`config.mk`:
```
export PLATFORM = sky130hd
export DESIGN_NAME = seq_mult16_flat
export DESIGN_NICKNAME = d
export VERILOG_FILES = /design/src/rtl/seq_mult16_pkg.sv /design/src/rtl/seq_mult16_if.sv /design/src/rtl/seq_mult16_reg.sv /design/src/rtl/seq_mult16.sv /design/src/flat_wrapper.sv
export SDC_FILE = /design/constraint.sdc
export NUM_CORES = 1
export LEC_CHECK = 0
export CELL_PAD_IN_SITES_DETAIL_PLACEMENT = 1
export CELL_PAD_IN_SITES_GLOBAL_PLACEMENT = 1
export CORE_MARGIN = 5
export CORE_UTILIZATION = 40
export DETAILED_ROUTE_END_ITERATION = 10
export PLACE_DENSITY_LB_ADDON = 0.1
export SYNTH_ARGS = -nofsm -noshare
export SYNTH_HDL_FRONTEND = slang
export SYNTH_SLANG_ARGS = --single-unit
```
`constraint.sdc`:
```
create_clock -name clk -period 5.3 [get_ports clk]
set_input_delay 1.325 -clock clk [delete_from_list [all_inputs] [get_ports clk]]
set_output_delay 1.325 -clock clk [all_outputs]
set_load 0.02 [all_outputs]
```
`src/rtl/seq_mult16_pkg.sv`:
```
// Shared definitions for the seq_mult16 shift-add multiplier.
//   MULT_WIDTH : default operand width
//   state_e    : controller states (IDLE -> RUN -> DONE -> IDLE)
package seq_mult16_pkg;

  localparam int unsigned MULT_WIDTH = 16;

  typedef enum logic [1:0] {
    S_IDLE = 2'd0,
    S_RUN  = 2'd1,
    S_DONE = 2'd2
  } state_e;

endpackage

```
`src/rtl/seq_mult16_if.sv`:
```
// Request/result bundle of the seq_mult16 multiplier.
//   master : issues start/signed_op/a/b, observes busy/done/prod_lo/prod_hi/ovf
//   slave  : the multiplier side of the same signals
interface seq_mult16_if
  import seq_mult16_pkg::*;
#(
  parameter int unsigned WIDTH = MULT_WIDTH
);

  logic             start;
  logic             signed_op;
  logic [WIDTH-1:0] a;
  logic [WIDTH-1:0] b;
  logic             busy;
  logic             done;
  logic [WIDTH-1:0] prod_lo;
  logic [WIDTH-1:0] prod_hi;
  logic             ovf;

  modport master (
    output start, signed_op, a, b,
    input  busy, done, prod_lo, prod_hi, ovf
  );

  modport slave (
    input  start, signed_op, a, b,
    output busy, done, prod_lo, prod_hi, ovf
  );

endinterface

```
`src/rtl/seq_mult16_reg.sv`:
```
// register16: loadable register with synchronous active-high clear.
//   clk : clock        rst : synchronous clear to zero
//   en  : load enable  d   : data in        q : registered data out
module register16 #(
  parameter int unsigned W = 16
) (
  input  logic         clk,
  input  logic         rst,
  input  logic         en,
  input  logic [W-1:0] d,
  output logic [W-1:0] q
);

  logic [W-1:0] q_q;
  logic [W-1:0] q_d;

  always_comb begin
    q_d = q_q;
    if (en) q_d = d;
  end

  always_ff @(posedge clk) begin
    if (rst) q_q <= '0;
    else     q_q <= q_d;
  end

  assign q = q_q;

endmodule

```
`src/rtl/seq_mult16.sv`:
```
// seq_mult16: iterative shift-add multiplier, WIDTH x WIDTH -> 2*WIDTH,
// one partial product per clock, signed or unsigned operands.
//   clk  : clock            rst : synchronous active-high reset
//   bus  : slave side of seq_mult16_if
//          start/signed_op/a/b sampled in IDLE; busy high in RUN and DONE;
//          done is a one-cycle pulse; prod_lo/prod_hi/ovf hold the last result.
module seq_mult16
  import seq_mult16_pkg::*;
#(
  parameter int unsigned WIDTH = MULT_WIDTH,
  parameter int unsigned CNT_W = 5
) (
  input  logic         clk,
  input  logic         rst,
  seq_mult16_if.slave  bus
);

  state_e             state_q, state_d;
  logic [CNT_W-1:0]   cnt_q, cnt_d;
  logic [WIDTH-1:0]   mcand_q, mcand_d;
  logic [WIDTH-1:0]   mplier_q, mplier_d;
  logic [2*WIDTH-1:0] acc_q, acc_d;
  logic               neg_q, neg_d;
  logic               signed_q, signed_d;

  logic [2*WIDTH-1:0] acc_sum;
  logic [2*WIDTH-1:0] result;
  logic               res_en;
  logic               ovf_d;
  logic               last_iter;
  logic [WIDTH-1:0]   prod_lo_q, prod_hi_q;
  logic               ovf_q;

  always_comb begin
    state_d  = state_q;
    cnt_d    = cnt_q;
    mcand_d  = mcand_q;
    mplier_d = mplier_q;
    acc_d    = acc_q;
    neg_d    = neg_q;
    signed_d = signed_q;
    res_en   = 1'b0;

    last_iter = (cnt_q == CNT_W'(WIDTH - 1));
    acc_sum   = acc_q + (mcand_q[0] ? ({{WIDTH{1'b0}}, mplier_q} << cnt_q) : '0);

    // The final add and the sign fix-up share one edge, so the result is
    // formed from this cycle's sum rather than the accumulator register.
    result = neg_q ? -acc_sum : acc_sum;
    if (signed_q) ovf_d = (result[2*WIDTH-1:WIDTH] != {WIDTH{result[WIDTH-1]}});
    else          ovf_d = (result[2*WIDTH-1:WIDTH] != '0);

    unique case (state_q)
      S_IDLE: begin
        if (bus.start) begin
          state_d  = S_RUN;
          cnt_d    = '0;
          // Magnitudes are unsigned WIDTH-bit, so |most-negative| is exact.
          mcand_d  = (bus.signed_op && bus.a[WIDTH-1]) ? -bus.a : bus.a;
          mplier_d = (bus.signed_op && bus.b[WIDTH-1]) ? -bus.b : bus.b;
          neg_d    = bus.signed_op & (bus.a[WIDTH-1] ^ bus.b[WIDTH-1]);
          signed_d = bus.signed_op;
          acc_d    = '0;
        end
      end
      S_RUN: begin
        acc_d   = acc_sum;
        mcand_d = mcand_q >> 1;
        cnt_d   = cnt_q + 1'b1;
        if (last_iter) begin
          state_d = S_DONE;
          res_en  = 1'b1;
        end
      end
      S_DONE:  state_d = S_IDLE;
      default: state_d = S_IDLE;
    endcase
  end

  always_ff @(posedge clk) begin
    if (rst) begin
      state_q  <= S_IDLE;
      cnt_q    <= '0;
      mcand_q  <= '0;
      mplier_q <= '0;
      acc_q    <= '0;
      neg_q    <= 1'b0;
      signed_q <= 1'b0;
    end else begin
      state_q  <= state_d;
      cnt_q    <= cnt_d;
      mcand_q  <= mcand_d;
      mplier_q <= mplier_d;
      acc_q    <= acc_d;
      neg_q    <= neg_d;
      signed_q <= signed_d;
    end
  end

  register16 #(.W(WIDTH)) u_prod_lo (
    .clk (clk),
    .rst (rst),
    .en  (res_en),
    .d   (result[WIDTH-1:0]),
    .q   (prod_lo_q)
  );

  register16 #(.W(WIDTH)) u_prod_hi (
    .clk (clk),
    .rst (rst),
    .en  (res_en),
    .d   (result[2*WIDTH-1:WIDTH]),
    .q   (prod_hi_q)
  );

  register16 #(.W(1)) u_ovf (
    .clk (clk),
    .rst (rst),
    .en  (res_en),
    .d   (ovf_d),
    .q   (ovf_q)
  );

  assign bus.busy    = (state_q != S_IDLE);
  assign bus.done    = (state_q == S_DONE);
  assign bus.prod_lo = prod_lo_q;
  assign bus.prod_hi = prod_hi_q;
  assign bus.ovf     = ovf_q;

endmodule
```
`src/flat_wrapper.sv`:
```
// flat-port wrapper written by rule: the top's interface ports become plain ports
module seq_mult16_flat import seq_mult16_pkg::*;
#(
  parameter int unsigned WIDTH = MULT_WIDTH,
  parameter int unsigned CNT_W = 5
)
  (clk, rst, bus_start, bus_signed_op, bus_a, bus_b, bus_busy, bus_done, bus_prod_lo, bus_prod_hi, bus_ovf);
  seq_mult16_if #(.WIDTH(WIDTH)) bus_i ();
  input  logic clk;
  input  logic rst;
  input wire logic [$bits(bus_i.start)-1:0] bus_start;
  input wire logic [$bits(bus_i.signed_op)-1:0] bus_signed_op;
  input wire logic [$bits(bus_i.a)-1:0] bus_a;
  input wire logic [$bits(bus_i.b)-1:0] bus_b;
  output wire logic [$bits(bus_i.busy)-1:0] bus_busy;
  output wire logic [$bits(bus_i.done)-1:0] bus_done;
  output wire logic [$bits(bus_i.prod_lo)-1:0] bus_prod_lo;
  output wire logic [$bits(bus_i.prod_hi)-1:0] bus_prod_hi;
  output wire logic [$bits(bus_i.ovf)-1:0] bus_ovf;
  assign bus_i.start = bus_start;
  assign bus_i.signed_op = bus_signed_op;
  assign bus_i.a = bus_a;
  assign bus_i.b = bus_b;
  assign bus_busy = bus_i.busy;
  assign bus_done = bus_i.done;
  assign bus_prod_lo = bus_i.prod_lo;
  assign bus_prod_hi = bus_i.prod_hi;
  assign bus_ovf = bus_i.ovf;
  seq_mult16 #(.WIDTH(WIDTH), .CNT_W(CNT_W)) u_core (.clk(clk), .rst(rst), .bus(bus_i));
endmodule
```
Yosys cells after proc, flatten, opt, wreduce, memory -nomap -nowiden
Index checks and enable logic that the tools add are counted.

$add $sub $neg: 5. Equality and inequality tests: 6. Shift operators: 1. Multiplexer cells: 16. Bitwise operators: 2. Reductions and logical operators: 9.

Operators with widths (count): 2-to-1 mux 32 bit (3); one-hot mux 32 bit (2 select lines) (1); 2-to-1 mux 16 bit (3); adder 32 bit (1); negator 16 bit (2); negator 32 bit (1); one-hot mux 16 bit (2 select lines) (1); left shift 16 x 5 -> 32 bit (1); != test 16 bit (1); nonzero test 16 bit (1); one-hot mux 5 bit (2 select lines) (1); AND reduction 2 bit (3); adder 5 x 1 -> 5 bit, second input constant (1); == test 5 x 4 -> 1 bit, second input constant (1); 2-to-1 mux 5 bit (1); 2-to-1 mux 2 bit (2); one-hot mux 2 bit (2 select lines) (1); nonzero test 2 bit (2); 2-to-1 mux 1 bit (3); == test 2 x 1 -> 1 bit, second input constant (1); == test 2 bit, second input constant (1); logical AND 1 bit (2); zero test 2 bit (1); != test 2 x 1 -> 1 bit, second input constant (1); other kinds (3) (3).

Bits in registers: 106. Bits of input ports: 36. Output and inout port bits: 35. Word-level logic and storage cells: 49.

Logic depth before layout (Yosys ltp)
Gate-level depths: netlist of run 1.

Depth in word-level cells: 7. Gate-level depth with buffers: 25. Gate-level depth less buffers: 22.

Hierarchy
From an unflattened synthesis of run 1, not the netlist that was laid out.

Cell total of the unflattened synthesis: 1166. Area total of the unflattened synthesis: 8748.4 µm².

By module, submodules not included: seq_mult16 (instances 1, cells each 1059, area each 7553.5 µm², seq. area each 1461.4 µm²); register16 (u_core.u_prod_hi ...) (instances 2, cells each 52, area each 580.6 µm², seq. area each 320.3 µm²); register16 (u_core.u_ovf) (instances 1, cells each 3, area each 33.8 µm², seq. area each 20.0 µm²).

Worst setup path before layout of run 1
OpenSTA, ideal clock, no wires.

Path type: register to register. From: register u_core.cnt_q[1]. To: register u_core.u_ovf.q_q, in the netlist u_core.u_ovf.q. Setup time: 0.131 ns. Arrival time: 5.474 ns. Data required time: 5.169 ns. Setup slack: -0.305 ns. Cell stages (with the launch flop): 26. Path buffers: 4. Period minus slack after synthesis: 5.605 ns. Cell sequence: dfxtp_1 clkbuf_1 buf_1 clkbuf_1 mux2i_1 nor2_1 a21oi_1 o21ai_0 nor2_1 a21oi_1 nor2b_1 ha_1 clkbuf_1 a21oi_1 o21ai_0 a211o_1 o221ai_4 o211ai_4 a2111oi_4 nand3_2 o41ai_2 xor2_1 nand3_1 or4_1 nor3_1 a211oi_1.

Longest elaborated chain between the ends: 7. Elaborated cells between the ends (all ways): 11. Those cells by class: 2 x add/sub; 2 x eq/ne; 1 x shift; 5 x mux; 1 x reduce/logical.

Ends and longest elaborated chain: start, declared (line seq_mult16.sv:19) `logic [CNT_W-1:0] cnt_q, cnt_d;`; start signal, assigned (line seq_mult16.sv:91) `cnt_q <= cnt_d;`; left shift 16 x 5 -> 32 bit (line seq_mult16.sv:45) `acc_sum = acc_q + (mcand_q[0] ? ({{WIDTH{1'b0}}, mplier_q} << cnt_q) : '0);`; 2-to-1 mux 32 bit (line seq_mult16.sv:45); adder 32 bit (line seq_mult16.sv:45); negator 32 bit (line seq_mult16.sv:49) `result = neg_q ? -acc_sum : acc_sum;`; 2-to-1 mux 32 bit (line seq_mult16.sv:49); != test 16 bit / nonzero test 16 bit (equally long branches) (line seq_mult16.sv:50, seq_mult16.sv:51); 2-to-1 mux 1 bit (line seq_mult16.sv:50) `if (signed_q) ovf_d = (result[2*WIDTH-1:WIDTH] != {WIDTH{result[WIDTH-1]}});`; end signal, assigned (line seq_mult16_reg.sv:24) `else q_q <= q_d;`; end, declared (line seq_mult16_reg.sv:14) `logic [W-1:0] q_q;`.

Several ways; a longest one is shown, not always the timed one. A chain may end at the register's enable or synchronous reset.

Worst setup path after layout of run 1
Ends and elaborated chain as after synthesis.

==> results, run 1 <==
- The number of antenna violations at the first check in global routing came to 0.
- The largest single stage delay on the critical path is 0.53 ns.
- The cell with the largest stage delay on the worst path is or4_4.
- Net switching is 32.3% of the power.
- Row generation in the floorplan step produced 53 rows.
- The global-route congestion overflow total is 0.
- In this run the power density over the cells is roughly 190 nW/um2.
- The die is 156 um tall.
- The final setup slack of the worst path is 0.119 ns.
- The worst register-to-register path ends at u_core.u_ovf.q$_SDFFE_PP0P_.
- The routed wirelength normalized by instance count is 18.7 um.
- The worst setup path is launched from a flop.
- The number of synthesized register bits is 106.
- The layout overhead on the synthesized area is 25.5%.
- The worst-case setup slack after placement is -0.208 ns.
- The maximum frequency from static timing analysis is 193 MHz.
- The aggregate global-route resource usage is 23.0%.
- The count of buffers added on input and output ports is 70.
- The final critical path time including I/O delays and setup is 5.18 ns.
- The count of endpoints failing setup in the final report is 0.
- For this run, asynchronously set or reset flops after synthesis account for 0%.
- Setup total negative slack on the finished layout was measured at 0 ns.
- In this run the cell area of the synthesized design comes to roughly 8600 um2.
- The path category of the worst min-delay check is flop to flop.
- The final worst-path cycle share is 97.8%.
- The library cell used most frequently in the layout, excluding fill and tap cells, is nor2_1.
- The remaining max-slew budget at the tightest pin is 25.4%.
- The internal power of the cells totals 1410 uW.
- The required time of the critical path is between 5 and 6 ns.
- The number of nets in the synthesized netlist is 1221.
- Across the run, the number of max-cap violations was 0.
- The worst path arrival time is ~5.5 ns.
- The highest ir drop seen on vdd is 189 uV.
- The worst setup path is captured at a flop.
- The critical path is of the flop to flop type.
- For this run, the leading register cell type out of synthesis is dfxtp_1.
- The total count of hold-check failures in the final report is 0.
- The internal reg-to-reg setup slack is 0.12 ns.
- The synthesized netlist contains 83 unique library cells.
- For this run, the detailed router's first-pass iteration total came to 6.
- The part of the power in registers is around 40%.
- The share of post-route cells with drive strength above 1 is 17.1%.
- The slew at the pin closest to its max-slew limit is ~1.1 ns.
- The count of clock tree sinks is 106.
- The clock reaches the later pin of the worst-skew pair after about 0.37 ns.
- Synthesis handed over a netlist of 1148 instances.
- The clock buffer count from CTS is 9.
- The area of placed instances is 10000 um2.
- The via count of the routed design is 8891.
- Summed over all nets, the switching power comes to 672 uW.
- Dividing the detail-routed via count by the number of cells gives 5.79.
- A synthesized cell averages approximately 7.5 um2.
- In this run the deepest clock path goes through 2 buffers.
- The first routing iteration left 515 violations.
- The worst hold path passes through 2 cells.
- Walking the worst path, the cells encountered are buf_8 > and2_1 > nor3_1 > a21oi_1 > mux2_2 > nor2_1 > a21oi_1 > nor2b_2 > ha_4 > nand4_1 > a211o_1 > or4_4 > nand3_2 > xor2_2 > a2111oi_4 > buf_4 > nand2_2 > o41ai_2 > xnor2_1 > and4b_1 > a31oi_2 > nor3_2 > a211oi_1.
- After floorplanning, the core was sized to cover 21100 um2.
- The sequential fraction of the synthesis area is between 20% and 30%.
- The CTS clock-pin slew for the worst setup and hold paths is ~0.09 ns.
- The congestion estimate from routability-driven global placement came to 0.931.
- In this run the worst path has a maximum fanout of 10.
- The clock network is responsible for 36.5% of the overall power.
- The global-route wire length before repair is approximately 46000 um.
- The number of global-route vias before repair is 8707.
- Counting flops with a built-in enable in the synthesized netlist gives 0.
- Entering global routing, the biggest net connects 62 pins.
- After routing the design area is 10800 um2.
- The floorplan step set the die width to approximately 160 um.
- The number of nets in the final layout is 1328.
- The top-level I/O count is 71.
- The library cells used most frequently in the layout, excluding fill and tap cells, are nor2_1, nand2_1, a21oi_1, dfxtp_1, buf_4.
- Detailed placement ended at an HPWL of 22000 um.
- The cell sitting at the root of the clock tree is a clkbuf_16.
- The startpoint of the lowest-slack register-to-register path is u_core.cnt_q[1]$_SDFFE_PP0P_.
- The starting density of the core is 40.7%.
- The origin of the worst min-delay path is u_core.u_prod_hi.q[10]$_SDFFE_PP0P_.
- The total detailed-routing wirelength is 28700 um.
- The die covers 24500 um2.
- The most repeated library cell on the critical path is a21oi_1.
- The worst hold path terminates at u_core.u_prod_hi.q[10]$_SDFFE_PP0P_.
- The clock arrives with ~0.011 ns of skew.
- The count of nets left with antenna violations once routing finished came out at 0.
- The number of pins with negative max-slew slack in the final report is 0.
- The share of total power in combinational logic is a little under a quarter.
- TritonCTS built the clock tree.
- For the worst flop-to-flop path, the logic depth is 23.
- During synthesis, Yosys emitted a total of 0 warnings.
- For this design the static power due to leakage is 0.00408 uW.
- In the routed design, unresolved DRC markers number 0.
- The run finished with clean final reports.
- CTS built an H-tree with a depth of 3.
[how the worst max path moves through the flow]
| stage | from | end |
|---|---|---|
| after floorplan | u_core.cnt_q[1]$_SDFFE_PP0P_ | u_core.u_ovf.q$_SDFFE_PP0P_ |
| after global routing | u_core.cnt_q[1]$_SDFFE_PP0P_ | u_core.u_ovf.q$_SDFFE_PP0P_ |
| after CTS | u_core.cnt_q[1]$_SDFFE_PP0P_ | u_core.u_ovf.q$_SDFFE_PP0P_ |
| after global placement | u_core.cnt_q[1]$_SDFFE_PP0P_ | u_core.u_ovf.q$_SDFFE_PP0P_ |
| final | u_core.cnt_q[1]$_SDFFE_PP0P_ | u_core.u_ovf.q$_SDFFE_PP0P_ |
| after detailed placement | u_core.cnt_q[1]$_SDFFE_PP0P_ | u_core.u_ovf.q$_SDFFE_PP0P_ |
[logic make-up (layout without fill, tap and decap cells)]
group	Yosys count	count (layout)	share of synthesized area (%)
simple gates	449	449	25.5
compound gates	346	346	27.6
mux	34	34	4.04
xor+xnor	81	81	8.35
buf+inv	95	207	4.34
fa+ha+maj	37	37	5.48
flops	106	106	24.7
other cells	0	1	0
[per-layer routing]
layer | GRT usage, % | up-vias | wire [um]
met1 | 30.8 | 4284 | 13400
met5 | 0 | - | 0
met2 | 38.9 | 169 | 13700
met3 | 2.24 | 38 | 981
met4 | 7.56 | 0 | 653
li1 | - | 4400 | -
[per-stage QoR]
step                hold slack (ns)  total power (uW)  util (%)  cells
floorplan                     0.432              1120         -   1148
global placement              0.442              1290      47.5   1507
detailed placement            0.450              1300      47.5   1507
CTS                           0.462              2070      49.2   1523
global route                  0.475              2190      51.1   1535
finish                        0.458              2080      51.1   1536
[what timing repair did]
action	in CTS	in global routing
hold buffers	0	0
endpoints found under the setup margin	1	2
pin swaps	1	13
setup buffers	0	12
gates resized for setup	8	71
[cells in the mapped netlist (14+ instances only)]
cell type,count,area share (%)
nor2_1,134,5.9
nand3_1,42,2.4
a21oi_1,114,6.6
mux2i_1,29,3.4
nand2_1,119,5.2
nor3_1,20,1.2
a22oi_1,30,2.6
ha_1,36,5.2
a31oi_1,14,1.0
xor2_1,40,4.1
and2_1,17,1.2
inv_1,16,0.70
a211oi_1,40,3.5
clkbuf_1,58,2.5
dfxtp_1,106,25
nor2b_1,22,1.6
xnor2_1,40,4.1
o21ai_0,42,2.4
[power by group through the flow]
stage,Sequential [uW],Combinational (uW),Clock [uW]
after floorplan,850,269,0
after global placement,858,431,0
after detailed placement,859,439,0
after CTS,840,446,778
after global routing,847,526,817
final,843,479,760
[flip-flops by register name, summed over array words and instances, names as in the netlist]
name and cells:
u_core.state_q 2, u_core.u_prod_lo.q 16, u_core.mplier_q 16, u_core.acc_q 32
u_core.u_prod_hi.q 16, u_core.mcand_q 16, u_core.cnt_q 5, u_core.neg_q 1
u_core.u_ovf.q 1, u_core.signed_q 1
[worst max-delay path, delay by kind of cell (launching register included)]
family | cells | cell delay (ns)
and+or+nand+nor | 10 | 1.91
AOI/OAI and AO/OA | 7 | 1.59
DFF | 1 | 0.35
buffers and inverters | 2 | 0.33
xor gates and xnor gates | 2 | 0.32
adders and majority gates | 1 | 0.30
muxes | 1 | 0.29
[cell type report]
class                           instances  area (um2)
Clock buffer                            9         225
Fill cell                            2618       10300
Clock inverter                          7         108
Timing Repair Buffer                  174        1500
Antenna cell                            1        2.50
Sequential cell                       106        2120
Multi-Input combinational cell        947        6410
Inverter                               17        67.6
Tap cell                              275         344
(Power assumes the default switching activity.)
==> run 2, diff against run 1 <==
PLACE_DENSITY_LB_ADDON = 0.15   (was 0.1)
==> results, run 2 (same netlist as run 1, synthesis figures left out) <==
- CTS placed an instance of clkbuf_16 at the clock tree root.
- The stage delay of the slowest cell on the critical path is 0.55 ns (+0.02 ns).
- The path class of the tightest hold or removal check is flop to flop.
- The highest ir drop seen on vdd is 131 uV (-31%).
- Setup repair after global routing could not meet its margin everywhere.
- The maximum frequency from static timing analysis came to 193 MHz (-0.21%).
- The remaining max-slew budget at the tightest pin is 24.0% (-1.4 points).
- The endpoint identified for the worst register-to-register timing path is u_core.u_ovf.q$_SDFFE_PP0P_.
- The total detailed-routing wirelength is 29300 um (+2.2%).
- The internal reg-to-reg setup slack is 0.11 ns (about the same).
- The number of flip-flops under the largest register name came to 32 (unchanged).
- The final-layout fill cell count is 2612 (-0.23%).
- The required time of the critical path is 5.54 ns (-0.05 ns).
- Compared with the post-synthesis result, the final layout area differs by 29.8%.
- The final antenna-violating net count is 0 (unchanged).
- For this design, the slowest cell found on the critical path is or4_4.
- The utilization after layout is 52.8% (+1.7 points).
- The routed wirelength normalized by instance count was 18.8 um (+0.62%).
- More flip-flops sit in one register than any other, and that register is u_core.acc_q.
- The area occupied by multi-input gates is 6630 um2 (+3.4%).
- The starting density of the core is 40.7% (unchanged).
- The first element of the critical path is u_core.cnt_q[1]$_SDFFE_PP0P_.
- The CTS tree is done.
- The vertical extent of the die is 156 um (unchanged).
- The top cell types in the final layout, fill and taps aside, are nor2_1, buf_4, nand2_1, dfxtp_1, a21oi_1.
- The aggregate global-route resource usage is 23.3% (+0.24 points).
- The number of standard-cell rows in the floorplan is 53 (unchanged).
- The origin of the worst min-delay path is u_core.u_prod_hi.q[10]$_SDFFE_PP0P_.
- The clock buffer count from CTS is 9 (unchanged).
- The final setup skew came to 0.0114 ns (+0.000147 ns).
- The count of endpoints failing setup in the final report is 0 (unchanged).
- The worst path arrival time is 5.43 ns (-0.05 ns).
- The maximum number of pins on one net before global-route repair is 63 (+1.6%).
- The top fanout value on the critical path is 7 (-3).
- The total count of hold-check failures in the final report is 0 (unchanged).
- The count of buffers from port buffering came to 70 (unchanged).
- The maximum level of the CTS H-tree is 3 (unchanged).
- The number of pins with negative max-slew slack in the final report is 0 (unchanged).
- The number of cells in the finished layout apart from fillers is 1560 (+1.6%).
- Walking the worst path, the cells encountered are buf_6 > buf_4 > mux2i_2 > nand2_1 > o31a_1 > mux2i_4 > nor2_1 > ha_1 > o211ai_1 > buf_4 > a211o_1 > or4_4 > nand3_2 > a31oi_1 > xnor2_1 > or2_1 > or3_4 > o31ai_4 > xnor2_1 > or4_4 > nor3_2 > a211oi_2.
- The count of clock tree sinks is 106 (unchanged).
- The register area is 2120 um2 (unchanged).
- STA classifies the critical path startpoint as a flop.
- The number of nets in the final layout is 1353 (+1.9%).
- The final critical path time including I/O delays and setup is 5.19 ns (+0.0108 ns).
- The run finished with clean final reports.
- The core box area is 21100 um2 (unchanged).
- The count of routing violations after the opening detailed-route iteration is 495 (-3.9%).
- The die area was 24500 um2 (unchanged).
- The CTS clock-pin slew for the worst setup and hold paths came to 0.08 ns (about the same).
- The mean number of vias per cell is 5.76 (-0.51%).
- The area of placed instances came to 10200 um2 (+1.4%).
- The worst setup path is captured at a flop.
- The first-pass iteration count of the detailed router is 5 (-1).
- The path depth of the worst reg2reg path is 22 (-4.3%).
- The detailed placement HPWL is 22300 um (+1.4%).
- The leakage power total is 0.00418 uW (+2.5%).
- The count of placed standard cells including taps was 1526 (+1.3%).
- The power density over cell area is 188 nW/um2 (-2.6%).
- The critical path start-end classification is flop to flop.
- The final estimated routing congestion in global placement was 0.925 (-0.63%).
- The leading cell type in the layout, fill and taps excluded is nor2_1.
- The max-cap check violation count is 0 (unchanged).
- The number of antenna violations at the first check in global routing is 0 (unchanged).
- In this run the critical register-to-register path is launched from u_core.cnt_q[1]$_SDFFE_PP0P_.
- The worst hold slack across all endpoints is 0.457 ns (-0.000812 ns).
- The via count of the routed design is 8984 (+1.0%).
- The number of cells on the worst hold path was 2 (unchanged).
- The share of post-route cells with drive strength above 1 is 21.1% (+3.9 points).
- The floorplan die width is 156 um (unchanged).
- The final worst-path cycle share was 98.0% (+0.20 points).
- The slew at the pin closest to its max-slew limit was 1.14 ns (+0.0212 ns).
- The clock latency of the later-clocked register in the worst-skew pair is 0.37 ns (about the same).
- The top-level I/O count is 71 (unchanged).
- The number of design rule violations left after detail routing is 0 (unchanged).
- The global-route congestion overflow total is 0 (unchanged).
- The post-route cell area is 11100 um2 (+3.4%).
- The antenna cell count was 0 (-1).
- The global-route wire length before repair is 46100 um (+0.50%).
- The number of global-route vias before repair is 8804 (+1.1%).
- The sink of the worst hold path is u_core.u_prod_hi.q[10]$_SDFFE_PP0P_.
- The number of buffers between clock root and the deepest sink was 2 (unchanged).
==> run 2: changes by cell type in the layout (fill, tap and decap cells not counted), sizes merged <==
cell,before,now
clkinvlp,1,0
bufinv,1,0
diode,1,0
buf,105,130
clkinv,4,5
inv,18,19
==> run 2: timing repair <==
action	CTS	global route
resized for setup	15	110
setup endpoints to repair	1	5
setup buffers	1	17
hold endpoints to repair	0	0
pin swaps	3	28
hold buffers	0	0
==> run 2: area by class of cell <==
class / instances / area share, %
Clock buffer: 9 / 2.02
Multi-Input combinational cell: 947 / 59.5
Tap cell: 275 / 3.09
Timing Repair Buffer: 199 / 15.0
Sequential cell: 106 / 19.1
Inverter: 17 / 0.573
Clock inverter: 7 / 0.775
==> run 2: where the power goes <==
group,switching (uW),internal [uW]
Sequential,22.4,820
Clock,374,339
Combinational,297,246
==> run 2: stage by stage <==
step | setup TNS [ns] | setup slack (ns) | power (uW)
6_report | 0 | 0.108 | 2100
5_1_grt | -0.0873 | -0.0873 | 2200
4_1_cts | 0 | 0.0219 | 2050
3_5_place_dp | -0.120 | -0.120 | 1330
3_3_place_gp | 0 | 0.0216 | 1320
2_1_floorplan | 0 | 0.0583 | 1120
==> run 2: how the worst max path moves through the flow <==
stage	endpoint	slack, ns	depth (start not counted)
floorplan	u_core.u_ovf.q$_SDFFE_PP0P_	0.06	24
global placement	u_core.u_ovf.q$_SDFFE_PP0P_	0.02	21
detailed placement	u_core.u_ovf.q$_SDFFE_PP0P_	-0.12	21
CTS	u_core.u_ovf.q$_SDFFE_PP0P_	0.02	22
global route	u_core.u_ovf.q$_SDFFE_PP0P_	-0.09	25
finish	u_core.u_ovf.q$_SDFFE_PP0P_	0.11	22
==> run 2: critical path, delay by kind of cell (launching register included) <==
family	cells	cell delay [ns]
AO/OA/AOI/OAI	6	1.06
XOR/XNOR	2	0.25
adder cells (fa/ha/maj)	1	0.37
buffers and inverters	3	0.45
flip-flops	1	0.37
multiplexers	2	0.44
AND/OR/NAND/NOR	8	2.10
==> run 2: layer usage <==
layer	wire, um	global-route usage [%]	share of wire [%]	vias up
li1	-	-	-	4453
met1	13600	31.2	46	4294
met4	798	7.60	2.7	0
met5	0	0	0	-
met3	996	2.41	3.4	50
met2	13900	39.2	48	187
==> run 3, diff against run 2 <==
CORE_UTILIZATION = 34   (was 40)
==> results, run 3 (same netlist as run 1, synthesis figures left out) <==
- The global-route congestion overflow total was 0 (unchanged).
- The required time of the critical path came to 5.54 ns (about the same).
- The CTS clock-pin slew for the worst setup and hold paths is 0.09 ns (about the same).
- The buffer and inverter count on the worst path is 2 (-1).
- Ranked by flip-flop count, first place goes to u_core.acc_q.
- The mean number of vias per cell is 5.51 (-4.4%).
- By startpoint and endpoint, the worst setup path is classified as flop to flop.
- The clock buffer count from CTS is 9 (unchanged).
- The startpoint identified for the worst hold timing path is u_core.mcand_q[3]$_SDFFE_PP0P_.
- The maximum level of the CTS H-tree is 3 (unchanged).
- The count of endpoints failing setup in the final report was 0 (unchanged).
- The number of design rule violations left after detail routing is 0 (unchanged).
- The final critical path time including I/O delays and setup is 5.13 ns (-0.0584 ns).
- The leakage power total came to 0.00426 uW (+1.8%).
- The worst setup path is launched from a flop.
- The count of clock tree sinks is 106 (unchanged).
- The antenna cell count is 0 (unchanged).
- The slew at the pin closest to its max-slew limit is 0.652 ns (-0.486 ns).
- The count of hold buffers inserted by post-cts repair came to 0 (unchanged).
- The top-level I/O count is 71 (unchanged).
- The path depth of the worst reg2reg path is 21 (-4.5%).
- The cell family with the largest share of critical-path delay is simple AND/OR/NAND/NOR gates.
- The via count of the routed design is 8958 (-0.29%).
- The flow ran to the end, and the final reports show no timing, DRC or antenna violations.
- The die area is 28500 um2 (+16%).
- The sink of the worst hold path is u_core.mcand_q[2]$_SDFFE_PP0P_.
- The routed wirelength normalized by instance count is 18.2 um (-3.2%).
- The slowest stage of the critical path is the or4_1 cell.
- The final estimated routing congestion in global placement is 0.910 (-1.6%).
- The core box area is 25000 um2 (+19%).
- The stage delay of the slowest cell on the critical path was 0.59 ns (+0.04 ns).
- The floorplan die width is 169 um (+7.9%).
- The total count of hold-check failures in the final report was 0 (unchanged).
- In this run the critical register-to-register path is captured at u_core.u_ovf.q$_SDFFE_PP0P_.
- CTS placed an instance of clkbuf_16 at the clock tree root.
- The number of buffers between clock root and the deepest sink was 2 (unchanged).
- The layout overhead on the synthesized area is 30.3%.
- The final setup slack of the worst path was 0.166 ns (+0.0584 ns).
- The remaining max-slew budget at the tightest pin is 56.5% (+32 points).
- The library cell used most frequently in the layout, excluding fill and tap cells, is buf_4.
- The final antenna-violating net count was 0 (unchanged).
- The max-cap check violation count came to 0 (unchanged).
- The worst path arrival time is 5.37 ns (-0.06 ns).
- The number of pins with negative max-slew slack in the final report is 0 (unchanged).
- Walking the worst path, the cells encountered are buf_8 > mux2i_4 > mux2_4 > nor2_1 > a21oi_2 > buf_4 > nor2_2 > ha_2 > o211ai_1 > a21o_2 > o221ai_1 > a311oi_2 > nand2_1 > or4_1 > o31a_2 > xnor2_2 > and3_1 > nand4_1 > or4_4 > nor3_2 > a211oi_1.
- The highest ir drop seen on vdd is 101 uV (-23%).
- The top fanout value on the critical path came to 9 (+2).
- The number of standard-cell rows in the floorplan is 58 (+9.4%).
- The final worst-path cycle share was 96.9% (-1.1 points).
- The count of routing violations after the opening detailed-route iteration came to 439 (-11%).
- The aggregate global-route resource usage is 20.0% (-3.3 points).
- The number of nets in the final layout is 1365 (+0.89%).
- The utilization after layout is 44.7% (-8.2 points).
- The path category of the worst min-delay check is flop to flop.
- The power density over cell area came to 190 nW/um2 (+1.1%).
- STA classifies the critical path endpoint as a flop.
- The clock latency of the later-clocked register in the worst-skew pair is 0.37 ns (about the same).
- The first-pass iteration count of the detailed router is 5 (unchanged).
- The maximum frequency from static timing analysis is 195 MHz (+1.1%).
- The detailed placement HPWL is 22600 um (+1.6%).
- The number of antenna violations at the first check in global routing came to 0 (unchanged).
- The vertical extent of the die is 169 um (+7.9%).
- The global-route wire length before repair was 46800 um (+1.7%).
- TritonCTS built the clock tree.
- The worst-case setup slack after placement was -0.186 ns (-0.0659 ns).
- The number of global-route vias before repair is 8826 (+0.25%).
- The top cell types in the final layout, fill and taps aside, are buf_4, nor2_1, nand2_1, a21oi_1, dfxtp_1.
- The number of flip-flops under the largest register name is 32 (unchanged).
- The final setup skew is 0.0105 ns (-0.000935 ns).
- The startpoint of the lowest-slack register-to-register path is u_core.cnt_q[1]$_SDFFE_PP0P_.
- The count of buffers from port buffering was 70 (unchanged).
- The number of cells on the worst hold path came to 2 (unchanged).
- The maximum number of pins on one net before global-route repair came to 56 (-11%).
- The starting density of the core is 34.3% (-6.4 points).
- The share of post-route cells with drive strength above 1 is 20.6% (-0.50 points).
- The total detailed-routing wirelength is 29600 um (+0.92%).
- The internal reg-to-reg setup slack came to 0.17 ns (+0.06 ns).
==> run 3: cell types whose count changed in the layout (fill, tap and decap cells not counted), moves of 3 or more <==
cell      before  now
ha_4           8    3
o21ai_0       28   25
mux2i_2        5   11
buf_4        128  138
mux2i_1       22   16
a211oi_2       5    1
o21ai_1       14   20
a211oi_1      36   40
ha_1          24   27
==> run 3: worst max-delay path by stage <==
stage | from | end | slack [ns] | cells after the start
floorplan | u_core.cnt_q[1]$_SDFFE_PP0P_ | u_core.u_ovf.q$_SDFFE_PP0P_ | 0.06 | 24
global placement | u_core.cnt_q[1]$_SDFFE_PP0P_ | u_core.u_ovf.q$_SDFFE_PP0P_ | -0.05 | 21
detailed placement | u_core.cnt_q[1]$_SDFFE_PP0P_ | u_core.u_ovf.q$_SDFFE_PP0P_ | -0.19 | 22
CTS | u_core.cnt_q[1]$_SDFFE_PP0P_ | u_core.u_ovf.q$_SDFFE_PP0P_ | 0.004 | 22
global route | u_core.cnt_q[0]$_SDFFE_PP0P_ | u_core.u_ovf.q$_SDFFE_PP0P_ | -0.11 | 25
finish | u_core.cnt_q[1]$_SDFFE_PP0P_ | u_core.u_ovf.q$_SDFFE_PP0P_ | 0.17 | 21
==> run 3: stage by stage <==
step / total power (uW) / hold WS [ns] / TNS, ns / cell area (um2) / std cells
global placement: 1320 / 0.443 / -0.0455 / 10300 / 1593
global route: 2230 / 0.485 / -0.114 / 11200 / 1627
floorplan: 1120 / 0.432 / 0 / 8590 / 1148
CTS: 2080 / 0.464 / 0 / 10700 / 1609
finish: 2130 / 0.460 / 0 / 11200 / 1627
detailed placement: 1320 / 0.450 / -0.186 / 10300 / 1593
==> run 3: final cells by class <==
cell class | count | area, um2
clock buffer | 9 | 225
fill | 3080 | 13900
clock inverter | 7 | 93.8
sequential | 106 | 2130
timing repair buffer | 211 | 1780
inverter | 17 | 67.6
tap | 330 | 413
multi-input combinational | 947 | 6470
==> run 3: what timing repair did <==
item	CTS	global route
setup buffers	0	18
resized for setup	8	99
setup endpoints to repair	1	4
pin swaps	1	21
==> run 3: tightest hold or removal path, stage by stage (launching register included) <==
cell	delay (ns)
dfxtp_1	0.32
nand2_1	0.05
a21oi_1	0.05
==> run 3: per-layer routing <==
| layer | vias to the layer above | part of all wire, % | GRT usage (%) |
|---|---|---|---|
| met5 | - | 0 | 0 |
| met3 | 34 | 3.0 | 1.61 |
| met2 | 160 | 46 | 32.3 |
| li1 | 4484 | - | - |
| met1 | 4280 | 48 | 28.3 |
| met4 | 0 | 2.7 | 6.10 |
==> run 3: where the power goes <==
part | internal (uW) | switching (uW)
registers | 819 | 21.2
clock network | 381 | 371
logic | 239 | 295
total | 1440 | 687
